$ cat config.mk
export PLATFORM = sky130hd
export DESIGN_NAME = plic_gateway
export DESIGN_NICKNAME = d
export VERILOG_FILES = /design/src/rtl/plic_pkg.sv /design/src/rtl/plic_gateway_cell.sv /design/src/rtl/plic_gateway.sv
export SDC_FILE = /design/constraint.sdc
export NUM_CORES = 1
export LEC_CHECK = 0
export ABC_CLOCK_PERIOD_IN_PS = 5700
export CAP_MARGIN = 40
export CORE_MARGIN = 1
export CORE_UTILIZATION = 46
export CTS_CLUSTER_SIZE = 10
export DETAILED_ROUTE_END_ITERATION = 10
export GPL_TIMING_DRIVEN = 0
export HOLD_SLACK_MARGIN = 0.1
export PLACE_DENSITY = 0.69
export SLEW_MARGIN = 20
export SYNTH_ARGS = -nofsm -noshare
export SYNTH_HDL_FRONTEND = slang
export SYNTH_SLANG_ARGS = --single-unit
$ cat constraint.sdc
create_clock -name clk_i -period 5.7 [get_ports clk_i]
set_input_delay 1.14 -clock clk_i [delete_from_list [all_inputs] [get_ports clk_i]]
set_output_delay 1.14 -clock clk_i [all_outputs]
set_load 0.05 [all_outputs]
$ cat src/rtl/plic_pkg.sv
// rtl/plic_pkg.sv - shared types and encodings for the PLIC interrupt gateway
package plic_pkg;

  typedef enum logic [1:0] {
    GW_IDLE    = 2'd0,
    GW_PENDING = 2'd1,
    GW_CLAIMED = 2'd2
  } gw_state_t;

  localparam logic PLIC_LEVEL = 1'b0;
  localparam logic PLIC_EDGE  = 1'b1;

endpackage

$ cat src/rtl/plic_gateway_cell.sv
// rtl/plic_gateway_cell.sv - one source's gateway: FSM, edge queue counter, edge detector
// Optional PLIC_GATEWAY_SYNC_EN adds a 2-flop input synchronizer ahead of the mode logic.
module plic_gateway_cell
  import plic_pkg::*;
#(
  parameter int unsigned ID                = 1,
  parameter int unsigned MAX_PENDING_COUNT = 8,
  parameter int unsigned ID_BITS           = 5
) (
  input  logic               clk_i,
  input  logic               rst_ni,
  input  logic               src_i,
  input  logic               edge_lvl_i,
  input  logic               claim_i,
  input  logic [ID_BITS-1:0] claim_id_i,
  input  logic               complete_i,
  input  logic [ID_BITS-1:0] complete_id_i,
  output logic               ip_o
);

  localparam int unsigned CNT_BITS = $clog2(MAX_PENDING_COUNT + 1);
  localparam logic [CNT_BITS-1:0] CNT_MAX = CNT_BITS'(MAX_PENDING_COUNT);
  localparam logic [ID_BITS-1:0] MY_ID = ID_BITS'(ID);

  gw_state_t           state_q, state_d;
  logic [CNT_BITS-1:0] cnt_q, cnt_d;
  logic                src_s, src_dly_q, src_edge;
  logic                inc, dec;
  logic                claim_hit, complete_hit;
  logic                ip_q;

`ifdef PLIC_GATEWAY_SYNC_EN
  logic [1:0] sync_q;

  always_ff @(posedge clk_i or negedge rst_ni) begin
    if (!rst_ni) sync_q <= 2'b00;
    else         sync_q <= {sync_q[0], src_i};
  end

  assign src_s = sync_q[1];
`else
  assign src_s = src_i;
`endif

  assign src_edge     = src_s & ~src_dly_q;
  assign claim_hit    = claim_i && (claim_id_i == MY_ID);
  assign complete_hit = complete_i && (complete_id_i == MY_ID);

  always_comb begin
    state_d = state_q;
    cnt_d   = cnt_q;
    inc     = 1'b0;
    dec     = 1'b0;
    if (edge_lvl_i == PLIC_LEVEL) begin
      cnt_d = '0;
    end else begin
      // An edge seen in IDLE with an empty queue is forwarded at once: inc and dec cancel.
      inc   = src_edge && (cnt_q < CNT_MAX);
      dec   = (state_q == GW_IDLE) && ((cnt_q != '0) || src_edge);
      cnt_d = cnt_q + CNT_BITS'(inc) - CNT_BITS'(dec);
    end
    case (state_q)
      GW_IDLE: begin
        if ((edge_lvl_i == PLIC_EDGE) ? dec : src_s) state_d = GW_PENDING;
      end
      GW_PENDING: begin
        if (claim_hit) state_d = GW_CLAIMED;
      end
      GW_CLAIMED: begin
        if (complete_hit) state_d = GW_IDLE;
      end
      default: state_d = GW_IDLE;
    endcase
  end

  always_ff @(posedge clk_i or negedge rst_ni) begin
    if (!rst_ni) begin
      state_q   <= GW_IDLE;
      cnt_q     <= '0;
      src_dly_q <= 1'b0;
      ip_q      <= 1'b0;
    end else begin
      state_q   <= state_d;
      cnt_q     <= cnt_d;
      src_dly_q <= src_s;
      ip_q      <= (state_d == GW_PENDING);
    end
  end

  assign ip_o = ip_q;

endmodule

$ cat src/rtl/plic_gateway.sv
// rtl/plic_gateway.sv - PLIC interrupt gateway array, one cell per source
// Optional PLIC_GATEWAY_SYNC_EN synchronizes src_i inside each cell.
module plic_gateway
  import plic_pkg::*;
#(
  parameter int unsigned SOURCES           = 16,
  parameter int unsigned MAX_PENDING_COUNT = 8,
  parameter int unsigned SOURCES_BITS      = $clog2(SOURCES + 1)
) (
  input  logic                    clk_i,
  input  logic                    rst_ni,
  input  logic [SOURCES-1:0]      src_i,
  input  logic [SOURCES-1:0]      edge_lvl_i,
  input  logic                    claim_i,
  input  logic [SOURCES_BITS-1:0] claim_id_i,
  input  logic                    complete_i,
  input  logic [SOURCES_BITS-1:0] complete_id_i,
  output logic [SOURCES-1:0]      ip_o
);

  // Source k carries ID k+1; ID 0 and IDs above SOURCES match no cell.
  for (genvar k = 0; k < SOURCES; k++) begin : g_cell
    plic_gateway_cell #(
      .ID                (k + 1),
      .MAX_PENDING_COUNT (MAX_PENDING_COUNT),
      .ID_BITS           (SOURCES_BITS)
    ) u_cell (
      .clk_i         (clk_i),
      .rst_ni        (rst_ni),
      .src_i         (src_i[k]),
      .edge_lvl_i    (edge_lvl_i[k]),
      .claim_i       (claim_i),
      .claim_id_i    (claim_id_i),
      .complete_i    (complete_i),
      .complete_id_i (complete_id_i),
      .ip_o          (ip_o[k])
    );
  end

endmodule

# After elaboration in Yosys (flattened, before gate mapping)
# Index checks and enable logic that the tools add are counted.
# classes
muxes	96
order_cmp	16
n_eq_ne	80
reduce_logical	112
bitwise	32
shift	0
add_sub_neg	32
div_mod_pow	0
multipliers	0
# op_table
op	n
$mux W2	48
$pmux W2 S3	16
$eq A5 B4 Y1 const B	16
$add A4 B1 Y4	16
$eq A2 B1 Y1 const B	32
$logic_and A1 B1 Y1	64
$lt A4 B4 Y1 const B	16
$mux W4	16
$reduce_bool A4 Y1	16
$sub A4 B1 Y4	16
$eq A5 B3 Y1 const B	8
$eq A2 B2 Y1 const B	16
$logic_not A2 Y1	16
$eq A5 B2 Y1 const B	4
$and A1 B1 Y1	16
$logic_or A1 B1 Y1	16
$mux W1	16
$not A1 Y1	16
$eq A5 B1 Y1 const B	2
$eq A5 B5 Y1 const B	2
# word_totals
input_bits	46
reg_bits	128
latch_bits	0
mem_count	0
mem_bits_ro	0
wordCells	432
ramBits	0

# Depth between registers and ports, before layout
# logic_depth
word_depth	8
depth_mapped	9

# Modules after synthesis
# From an unflattened synthesis, not the netlist that was laid out.
# unflattened
cells_unflattened	723
area_unflattened_um2	7707.4
# by_module_without_submodules
module	cells_per_inst	instances	area_each_um2
plic_gateway_cell (g_cell[4].u_cell ...)	45	4	484.2
plic_gateway_cell (g_cell[10].u_cell ...)	45	3	478.0
plic_gateway_cell (g_cell[0].u_cell ...)	47	2	490.5
plic_gateway_cell (g_cell[3].u_cell ...)	45	2	481.7
plic_gateway_cell (g_cell[12].u_cell ...)	44	2	478.0
plic_gateway_cell (g_cell[14].u_cell)	46	1	499.2
plic_gateway_cell (g_cell[15].u_cell)	45	1	473.0
plic_gateway_cell (g_cell[11].u_cell)	45	1	464.2

# Least setup slack after synthesis
# Ideal clock, no wire load.
# synth_path
kind	input -> register
from	input src_i[7]
to	register g_cell[7].u_cell.cnt_q[2]
path_slack_ns	2.902
required_ns	5.581
cell_stages	9
setup_time_ns	0.119
arrival_time_ns	2.679
n_path_buf	0
cell_sequence	nor2b_1 nor3_1 a21boi_0 ha_1 inv_1 ha_1 fa_1 xor2_1 and2_1
# synth_via
elab_chain_cells	5
# synth_lines
element	line_no	rtl
start, declared	plic_gateway.sv:12	input logic [SOURCES-1:0] src_i,
$and A1 B1 Y1 (*)	plic_gateway_cell.sv:45	assign src_edge = src_s & ~src_dly_q;
$logic_and A1 B1 Y1 / $logic_or A1 B1 Y1 (equally long branches)	plic_gateway_cell.sv:58, plic_gateway_cell.sv:59	
$add A4 B1 Y4 / $logic_and A1 B1 Y1 (equally long branches)	plic_gateway_cell.sv:60, plic_gateway_cell.sv:59	
$sub A4 B1 Y4 (*)	plic_gateway_cell.sv:60	cnt_d = cnt_q + CNT_BITS'(inc) - CNT_BITS'(dec);
$mux W4 (*)	plic_gateway_cell.sv:54	if (edge_lvl_i == PLIC_LEVEL) begin
named net g_cell[7].u_cell.cnt_d[2]	plic_gateway_cell.sv:26	logic [CNT_BITS-1:0] cnt_q, cnt_d;
end signal, assigned	plic_gateway_cell.sv:84	cnt_q <= cnt_d;
end, declared	plic_gateway_cell.sv:26	
# The timed path passes the listed nets; every way through them passes the cells marked *.

# Worst setup path in the final report
# layout_path
from	input src_i[4]
to	register g_cell[4].u_cell.cnt_q[2]
# layout_via
elab_chain_cells	5
# layout_lines
element	line_no
$and A1 B1 Y1 (*)	plic_gateway_cell.sv:45
$logic_and A1 B1 Y1 / $logic_or A1 B1 Y1 (equally long branches)	plic_gateway_cell.sv:58, plic_gateway_cell.sv:59
$add A4 B1 Y4 / $logic_and A1 B1 Y1 (equally long branches)	plic_gateway_cell.sv:60, plic_gateway_cell.sv:59
$sub A4 B1 Y4 (*)	plic_gateway_cell.sv:60
$mux W4 (*)	plic_gateway_cell.sv:54
named net g_cell[4].u_cell.cnt_d[2]	plic_gateway_cell.sv:26
end signal, assigned	plic_gateway_cell.sv:84
end, declared	plic_gateway_cell.sv:26
# Marked as above.

==> impl_results.md <==
* Status: finished clean
* Max-cap violations at 0
* Slew Limit Headroom at 63.2%
* Layout cells sized above 1 at 6.30%
* CP max-delay cell: clkdlybuf4s50_1
* Post_cts resized at 0
* Initial antenna violation count at 0
* Detailed Route WL at 14900 um
* Die area at 0.0169 mm2
* Syn_nets at 877
* CTS clock-pin slew for the worst setup and hold paths at 0.05 ns
* Max-slew violation count at 0
* Final WS setup at 2.69 ns
* Drt pass-1 iters at 4
* Syn-to-layout area delta at 19.8%
* # H-tree levels at 4
* Placer Congestion at 0.819
* First-pass GRT wire length at 25400 um
* Number of flops mapped to enable cells by yosys at 0
* Yosys reg bits at 128
* Site row count at 46
* Fin. Hold Viols at 0
* Area of the multi-input gates at 0.00380 mm2
* Syn Area/Cell at 10.3 um2
* Clock buffer depth at 2
* Largest net degree at the start of global routing at 81
* # DRC at 0
* Placed insts at 1011
* Iter 0 DRT Violations at 244
* # fillers at 1353
* CP Data Required Time at 6.01 ns
* Final Non-Filler Cells at 1041
* Number of global-route vias before repair at 5708
* Reg2Reg Launch Point: g_cell[1].u_cell.src_dly_q$_DFF_PN0_
* Main synth FF type: dfrtp_1
* Slew @ Worst Pin at 0.549 ns
* Total CTS buffers at 17
* Port Buffers at 59
* Via Count at 5413
* DP Wirelength at 11200 um
* Clock Skews at 0.00849 ns
* Worst endpoint data arrival time at 3.32 ns
* Diode count at 0
* Yosys cell types at 42
* Worst min path class: flip-flop to flip-flop
* Cell Area, Synth at 0.00754 mm2
* Crit path largest cell delay at 0.46 ns
* Tmin final at 3.01 ns
* GRT Overall Usage at 19.5%
* Hold Crit Start: g_cell[3].u_cell.state_q[1]$_DFF_PN0_
* FF/Latch Area at 0.00320 mm2
* Nature of the critical path endpoint: flip-flop
* Die width at 130 um
* Vias per cell at 5.20
* Cts hold-fix bufs at 0
* Placement Setup Slack at 2.26 ns
* CTS tree: yes
* Setup-failing EPs final at 0
* Die Ht at 130 um
* I/O pin cnt at 62
* Core Footprint at 0.0159 mm2
* Clock Sink Count at 128
* Final ANT Viol Nets at 0
* Fin crit share at 52.9%
* Seq/Total Area, Yosys at 42.5%
* Clk_lat worst skew at 0.41 ns
* Crit-path max FO at 3
* Fin util at 56.6%
* Power Density at 506 mW/mm2
* Final #Nets at 956
* FMAX at 332 MHz
* Most used cell, CP: ha_1
* Kind of critical path: input pin to flip-flop
* Post-Synthesis Cells at 735
* Gr ovfl total at 0
* Async SR Flop Fraction at 100%
* Crit. Startpoint: src_i[4]
* Type of origin of the critical path: input pin
* Number of synthesis warnings at 0
* Peak VDD IR at 0.251 mV
* Starting density of the core at 47.3%
* Static leakage at 4.14 nW
* Wire length per cell at 14.3 um
* Crit-path cells: clkdlybuf4s50_1, nor2b_1, nor3_1, a21boi_0, ha_1, inv_1, ha_1, fa_1, xor2_1, and2_1
* Post-CTS setup buffer count at 0
* CTS Root Cell: clkbuf_16
* RSZ-0062 raised after global routing: no
## cells in the mapped netlist, drive strengths merged (3+ instances only)
cell	n	area, um2
dfrtp	128	3200
inv	105	394
ha	80	1000
and2	59	369
nor2	49	184
nand2b	41	257
a21oi	22	110
nand2	22	82.6
o22ai	20	125
buf	18	130
o21ai	18	90.1
a21o	17	128
fa	16	320
mux2i	16	160
nor2b	16	100
xor2	16	140
nor3	11	55.1
o31ai	10	75.1
a311oi	8	70.1
and4b	8	80.1
a21boi	7	52.6
a32o	6	60.1
o41ai	5	43.8
nand4	4	25.0
nand4bb	4	45.0
nor4	4	25.0
o311ai	4	35.0
a311o	3	30.0
clkbuf	3	13.8
nand4b	3	26.3
## registers in the layout, summed over array words and instances, names as in the netlist
register	cells
g_cell.u_cell.cnt_q	64
g_cell.u_cell.ip_o	16
g_cell.u_cell.src_dly_q	16
g_cell.u_cell.state_q	32
## power by group
group          internal, W  switching (W)  leakage [nW]
sequential         0.00120       0.000169          1.58
clock             0.000727       0.000376         0.296
combinational      0.00101        0.00109          2.27
## layer usage
metal / up-vias / track usage (%) / wire [um]
li1: 2646 / - / -
met1: 2651 / 22.7 / 6400
met2: 97 / 34.3 / 7490
met3: 19 / 5.45 / 724
met4: 0 / 6.63 / 257
met5: - / 0 / 0
## cells in the final DEF (no fill, tap or decap), types with 5 or more instances in the layout
master,Yosys,final
clkdlybuf4s50_1,0,58
o41ai_1,5,5
a21o_1,17,17
nor2_1,49,49
a21oi_1,22,22
nand2b_1,41,41
mux2i_1,16,16
nor3_1,11,11
ha_1,80,80
xor2_1,16,16
a21boi_0,7,7
nor2b_1,16,16
and2_1,59,59
buf_4,16,16
and4b_1,8,8
o21ai_0,18,18
dfrtp_1,128,128
inv_1,105,105
nand2_1,22,22
o22ai_1,20,20
clkbuf_16,0,17
a311oi_1,8,8
a32o_1,6,6
fa_1,16,16
o31ai_1,10,10
## kinds of logic after synthesis
group / Yosys count / synth area share [%]
compound gates: 125 / 11.4
simple gates: 228 / 17.5
flops: 128 / 42.5
mux: 16 / 2.12
fa+ha+maj: 96 / 17.5
xor+xnor: 16 / 1.86
buf+inv: 126 / 7.13
## metrics by stage
stage	power, W	area (um2)	hold WS (ns)	TNS (ns)
after floorplan	0.00297	7540	0.459	0
after global placement	0.00334	8400	0.492	-227.65
after detailed placement	0.00350	8430	0.492	0
after CTS	0.00464	9030	0.509	0
after global routing	0.00499	9030	0.532	0
final	0.00457	9030	0.514	0
## layout make-up
| cell class | count | area share [%] |
|---|---|---|
| plain buffers | 21 | 1.59 |
| clock buffers | 24 | 5.44 |
| clock inverters | 6 | 1.16 |
| inverters | 105 | 4.36 |
| multi-input cells | 481 | 42.1 |
| flip-flops and latches | 128 | 35.5 |
| well taps | 216 | 2.99 |
| repair buffers | 60 | 6.90 |
## worst max-delay path: cells and delay by family
| family | cells | cell delay [ns] |
|---|---|---|
| AOI/OAI and AO/OA | 1 | 0.11 |
| xor gates and xnor gates | 1 | 0.17 |
| adders and majority gates | 3 | 0.91 |
| buffers and inverters | 2 | 0.50 |
| and+or+nand+nor | 3 | 0.47 |
## worst paths after layout
check | depth (start not counted) | end | slack [ns]
max in group asynchronous | 2 | g_cell[14].u_cell.state_q[1]$_DFF_PN0_ | 4.34
worst min register to register | 1 | g_cell[3].u_cell.state_q[0]$_DFF_PN0_ | 0.51
worst min-delay path | 1 | g_cell[3].u_cell.state_q[0]$_DFF_PN0_ | 0.51
min in group asynchronous | 1 | g_cell[9].u_cell.cnt_q[1]$_DFF_PN0_ | 0.63
worst max-delay path | 10 | g_cell[4].u_cell.cnt_q[2]$_DFF_PN0_ | 2.69
worst max register to register | 8 | g_cell[1].u_cell.cnt_q[2]$_DFF_PN0_ | 3.55
Power figures use the tool's default switching activity.
==> edit 1 (same flow settings) <==
Build with the macro `PLIC_GATEWAY_SYNC_EN` defined.
--- a/src/rtl/plic_gateway_cell.sv
+++ b/src/rtl/plic_gateway_cell.sv
@@ -1,5 +1,7 @@
 // rtl/plic_gateway_cell.sv - one source's gateway: FSM, edge queue counter, edge detector
 // Optional PLIC_GATEWAY_SYNC_EN adds a 2-flop input synchronizer ahead of the mode logic.
+`define PLIC_GATEWAY_SYNC_EN
+
 module plic_gateway_cell
   import plic_pkg::*;
 #(
Check against the original RTL: not equivalent (a bounded check fails within 4 cycles, from zero or initial values and one cycle with rst_ni low).
==> edit 1 against the unedited design <==
- global-route usage shrank 1.2 points
- highest routed layer unchanged
- critical path depth shrank 8
- clock power grew 14%
- design area grew 9.8%
- sequential cell count grew 32
- total power grew 6.8%
- via count grew 1.7%
- worst setup slack gained 0.21 ns
- register-to-register slack lost 0.06 ns
- count of clock-buffer cells in the layout shrank 7
- synthesized cell count grew 4.2%
- routed wire length grew 0.30%
- utilization grew 0.082 points
- synthesized area grew 11%
- critical path type is now flop to output pin
==> edit 1: results (changes against the unedited design) <==
stage,metric,value,unit,change
power,Static Leakage,4.544,nW,+9.6%
clock_network,Clock Latency Late Sink,0.43,ns,+0.02 ns
layout,Post-Layout Cell Count,1084,,+4.1%
grt,number of global-route vias before repair,5791,,+1.5%
synth,fraction of the mapped netlist area in adder cells,15.84,%,-1.7 points
worst_hold_path,hold path depth,0,,-1
drt,drt pass-1 iters,4,,unchanged
synth,syn avg cell area,10.89,um^2,+6.1%
drt,Iteration-0 DRC Markers,251,,+2.9%
power,Seq pwr share,32.7,%,+2.8 points
clock_network,Clock Path Buffers,2,,unchanged
power,switching part of the total power,35.28,%,-0.51 points
synth,asr flop ratio synth,100.0,%,unchanged
grt,initial antenna violation count,0,,unchanged
worst_setup_path,reg2reg path depth,10,,+2
clock_network,"CTS clk-pin slew, worst paths",0.07,ns,+0.02 ns
placement,placed instance area,0.009271,mm^2,+9.9%
clock_network,post_cts resized,0,,unchanged
synth,Synth area leaders,"dfrtp_1, ha_1, inv_1",,
synth,Synth Net Count,908,,+3.5%
placement,detailed placement HPWL,10840,um,-3.3%
sta,Layout Skew,0.007457,ns,-0.001035 ns
drt,via count,5505,,+1.7%
grt,global-route total usage across every layer,18.28,%,-1.2 points
grt,largest net degree at the start of global routing,85,,+4.9%
power,peak supply drop,309.4,uV,+23%
synth,Yosys cell types,44,,+4.8%
power,clock network power share,25.6,%,+1.5 points
layout,nets@finish,988,,+3.3%
clock_network,CTS Buf Count,17,,unchanged
outcome,status,"complete, no violations",,
layout,biggest regs,"g_cell.u_cell.cnt_q: 64 flops, g_cell.u_cell.state_q: 32 flops, g_cell.u_cell.sync_q: 32 flops",,
clock_network,H-tree depth,4,,unchanged
synth,compound-cell area share of the yosys netlist,10.32,%,-1.1 points
synth,xor/xnor share of the synthesized area,1.680,%,-0.18 points
grt,first-pass GRT wire length,26280,um,+3.3%
placement,pre-CTS setup slack,2.867,ns,+0.6052 ns
synth,post-synthesis mux area share,1.920,%,-0.20 points
synth,part of the Yosys area used for sequential elements,48.01,%,+5.5 points
power,P per Cell Area,492.7,mW/mm^2,-2.7%
placement,GP Congestion,0.7603,,-7.1%
worst_setup_path,maximum fanout along the worst path,1,,-2
layout,layout cells sized above 1,6.752,%,+0.45 points
placement,I/O Buffers,59,,unchanged
drt,DRT Wirelength,14920,um,+0.30%
synth,"top cells by count, synth","dfrtp_1, inv_1, ha_1",,
synth,Synth top area share,48.01,%,+5.5 points
worst_setup_path,"Arr. time, crit path",1.66,ns,-1.66 ns
clock_network,Root Driver,clkbuf_16,,
sta,Rel. slew slack,59.16,%,-4.1 points
edit 1: cell types whose count changed in the layout (fill, tap and decap cells not counted), moves of 2 or more:
cell	before	now
clkinv_2	3	0
clkinv_4	0	2
inv_6	0	7
dfrtp_1	128	160
clkbuf_1	4	1
clkbuf_8	4	0
edit 1: cell type report:
type | instances | area (um^2)
Inverter | 105 | 394.1
Multi-Input combinational cell | 480 | 3797
Timing Repair Buffer | 61 | 650.6
Fill cell | 1479 | 7562
Tap cell | 225 | 281.5
Sequential cell | 160 | 4004
Clock buffer | 17 | 425.4
Clock inverter | 15 | 217.7
Buffer | 21 | 143.9
edit 1: worst max-delay path: stages, from the launching register on:
cell	delay (ns)
dfrtp_1	0.35
buf_4	0.10
clkdlybuf4s50_1	0.78
edit 1: logic make-up (layout without fill, tap and decap cells):
kind of cell             after synthesis  after routing
flip-flops                           160            160
AO/OA/AOI/OAI                        125            125
XOR/XNOR                              16             16
AND/OR/NAND/NOR                      227            227
buffers and inverters                126            219
adder cells (fa/ha/maj)               96             96
multiplexers                          16             16
edit 1: layer usage:
layer	global-route usage, %	wire length (um)
met5	0	0
met4	6.173	228
met2	30.82	7178
met3	4.519	478
met1	22.82	7030
edit 1: path summary, 6_finish.rpt:
check,startpoint,to,slack (ns)
setup / recovery,g_cell[9].u_cell.ip_o,ip_o[9],2.90
hold / removal,g_cell[13].u_cell.sync_q[0],g_cell[13].u_cell.sync_q[1],0.34
setup reg to reg,g_cell[11].u_cell.cnt_q[2],g_cell[11].u_cell.cnt_q[2],3.49
hold reg to reg,g_cell[13].u_cell.sync_q[0],g_cell[13].u_cell.sync_q[1],0.34
max in group asynchronous,rst_ni,g_cell[8].u_cell.cnt_q[3],4.22
min in group asynchronous,rst_ni,g_cell[13].u_cell.cnt_q[1],0.53
==> edit 2 (config.mk and constraints unchanged) <==
Without the edit above. Register the output `ip_o`, without a reset; this adds one clock of latency there.
--- a/src/rtl/plic_gateway.sv
+++ b/src/rtl/plic_gateway.sv
@@ -18,6 +18,8 @@
   output logic [SOURCES-1:0]      ip_o
 );
 
+  logic [SOURCES-1:0] ip_d;
+
   // Source k carries ID k+1; ID 0 and IDs above SOURCES match no cell.
   for (genvar k = 0; k < SOURCES; k++) begin : g_cell
     plic_gateway_cell #(
@@ -33,8 +35,12 @@
       .claim_id_i    (claim_id_i),
       .complete_i    (complete_i),
       .complete_id_i (complete_id_i),
-      .ip_o          (ip_o[k])
+      .ip_o          (ip_d[k])
     );
+  end
+
+  always_ff @(posedge clk_i) begin
+      ip_o <= ip_d;
   end
 
 endmodule
Behaviour: not the same (Yosys sat finds a counterexample within 4 cycles, from zero or initial values and one cycle with rst_ni low).
==> edit 2 against the unedited design <==
- sequential cell count increased by 16
- synthesized area increased by 2.1%
- design area increased by 1.7%
- worst hold slack got worse by 0.18 ns
- routed wire length decreased by 1.3%
- worst setup slack improved by 0.029 ns
- total power decreased by 0.59%
- critical path type unchanged
- largest power group unchanged
- highest routed layer unchanged
==> edit 2: results (changes against the unedited design) <==
stage,metric,value,unit,change
outcome,status,"complete, no violations",,
placement,placed instance area,0.008593,mm^2,+1.9%
grt,number of global-route vias before repair,5692,,-0.28%
worst_setup_path,maximum fanout along the worst path,3,,unchanged
synth,Yosys cell types,35,,-17%
drt,DR vias/cell,5.189,,-0.21%
grt,first-pass GRT wire length,26050,um,+2.4%
worst_setup_path,reg2reg end,g_cell[9].u_cell.cnt_q[2],,
layout,Antenna Cells,0,,unchanged
sta,Layout Skew,0.004919,ns,-0.003573 ns
worst_setup_path,R2R Setup Slk,3.56,ns,about the same
clock_network,CTS Buf Count,17,,unchanged
layout,layout cells sized above 1,3.874,%,-2.4 points
clock_network,Clock Latency Late Sink,0.42,ns,
worst_setup_path,reg2reg path depth,9,,+1
placement,detailed placement HPWL,11000,um,-1.9%
grt,global-route total usage across every layer,18.89,%,-0.59 points
power,peak supply drop,251.0,uV,+0.12%
sta,Worst Max-Slew Pin Slew,0.5069,ns,-0.04195 ns
worst_setup_path,crit path capture,g_cell[13].u_cell.cnt_q[2],,
synth,Syn. warnings,0,,unchanged
grt,initial antenna violation count,0,,unchanged
worst_setup_path,"Arr. time, crit path",3.29,ns,-0.03 ns
synth,"top cells by count, synth","dfrtp_1, inv_1, ha_1",,
worst_setup_path,RR Startpoint,g_cell[9].u_cell.cnt_q[2],,
drt,Iteration-0 DRC Markers,264,,+8.2%
drt,drt pass-1 iters,5,,+1
grt,largest net degree at the start of global routing,70,,-14%
layout,nets@finish,956,,unchanged
placement,GP Congestion,0.7935,,-3.1%
synth,asr flop ratio synth,88.89,%,-11 points
synth,Synth area leaders,"dfrtp_1, ha_1, inv_1",,
drt,wire length per cell,14.09,um,-1.4%
power,Static Leakage,4.187,nW,+1.0%
clock_network,post_cts resized,0,,unchanged
worst_setup_path,Worst Setup SP,src_i[13],,
clock_network,Root Driver,clkbuf_16,,
synth,part of the Yosys area used for sequential elements,45.76,%,+3.3 points
clock_network,H-tree depth,4,,unchanged
worst_setup_path,CP max stage delay,0.45,ns,
clock_network,"Setup Fix Bufs, Post-CTS",0,,unchanged
worst_setup_path,Worst path top cell family by delay,adder cells,,
placement,I/O Buffers,59,,unchanged
edit 2: cell types whose count changed after synthesis, sizes merged, moves of 4 or more:
cell / before / now
inv: 105 / 100
o21ai: 18 / 27
buf: 18 / 2
nor2b: 16 / 20
and4: 2 / 7
a32o: 6 / 2
dfxtp: 0 / 16
a21oi: 22 / 16
o22ai: 20 / 31
edit 2: worst min path at each step:
stage                                 startpoint        to  slack (ns)  depth (start not counted)
after floorplan            g_cell[0].u_cell.ip_o   ip_o[0]        0.32                          0
after global placement     g_cell[2].u_cell.ip_o   ip_o[2]        0.33                          0
after detailed placement   g_cell[2].u_cell.ip_o   ip_o[2]        0.33                          0
after CTS                 g_cell[10].u_cell.ip_o  ip_o[10]        0.34                          0
after global routing      g_cell[12].u_cell.ip_o  ip_o[12]        0.34                          0
final                     g_cell[10].u_cell.ip_o  ip_o[10]        0.34                          0
edit 2: metrics by stage:
step | setup slack (ns) | cells | TNS (ns)
2_1_floorplan | 2.902 | 735 | 0
3_3_place_gp | -1.816 | 1010 | -231.15
3_5_place_dp | 2.277 | 1011 | 0
4_1_cts | 2.712 | 1042 | 0
5_1_grt | 2.590 | 1042 | 0
6_report | 2.714 | 1042 | 0
edit 2: logic make-up after synthesis:
kind of cell / Yosys count / share of synthesized area (%)
AO/OA/AOI/OAI: 127 / 10.79
XOR/XNOR: 16 / 1.820
adder cells (fa/ha/maj): 96 / 17.16
buffers and inverters: 107 / 5.265
flip-flops: 144 / 45.76
multiplexers: 16 / 2.080
AND/OR/NAND/NOR: 229 / 17.13
edit 2: cell type report:
type                            instances  area, um^2
Buffer                                  7       30.03
Clock buffer                           25       485.5
Clock inverter                          6       105.1
Fill cell                            1399        6932
Inverter                              100       375.4
Multi-Input combinational cell        484        3771
Sequential cell                       144        3523
Tap cell                              216       270.3
Timing Repair Buffer                   60       623.1
edit 2: power by group:
| group | internal (mW) | switching (mW) | total (mW) |
|---|---|---|---|
| clock network | 0.719 | 0.400 | 1.12 |
| logic | 0.911 | 1.02 | 1.93 |
| registers | 1.34 | 0.163 | 1.50 |
| total | 2.97 | 1.58 | 4.55 |
edit 2: per-layer routing:
metal / global-route usage (%) / vias up / part of all wire, %
li1: - / 2665 / -
met2: 33.33 / 78 / 51
met1: 22.03 / 2643 / 43
met5: 0 / - / 0
met3: 4.090 / 21 / 4.0
met4: 8.204 / 0 / 2.2
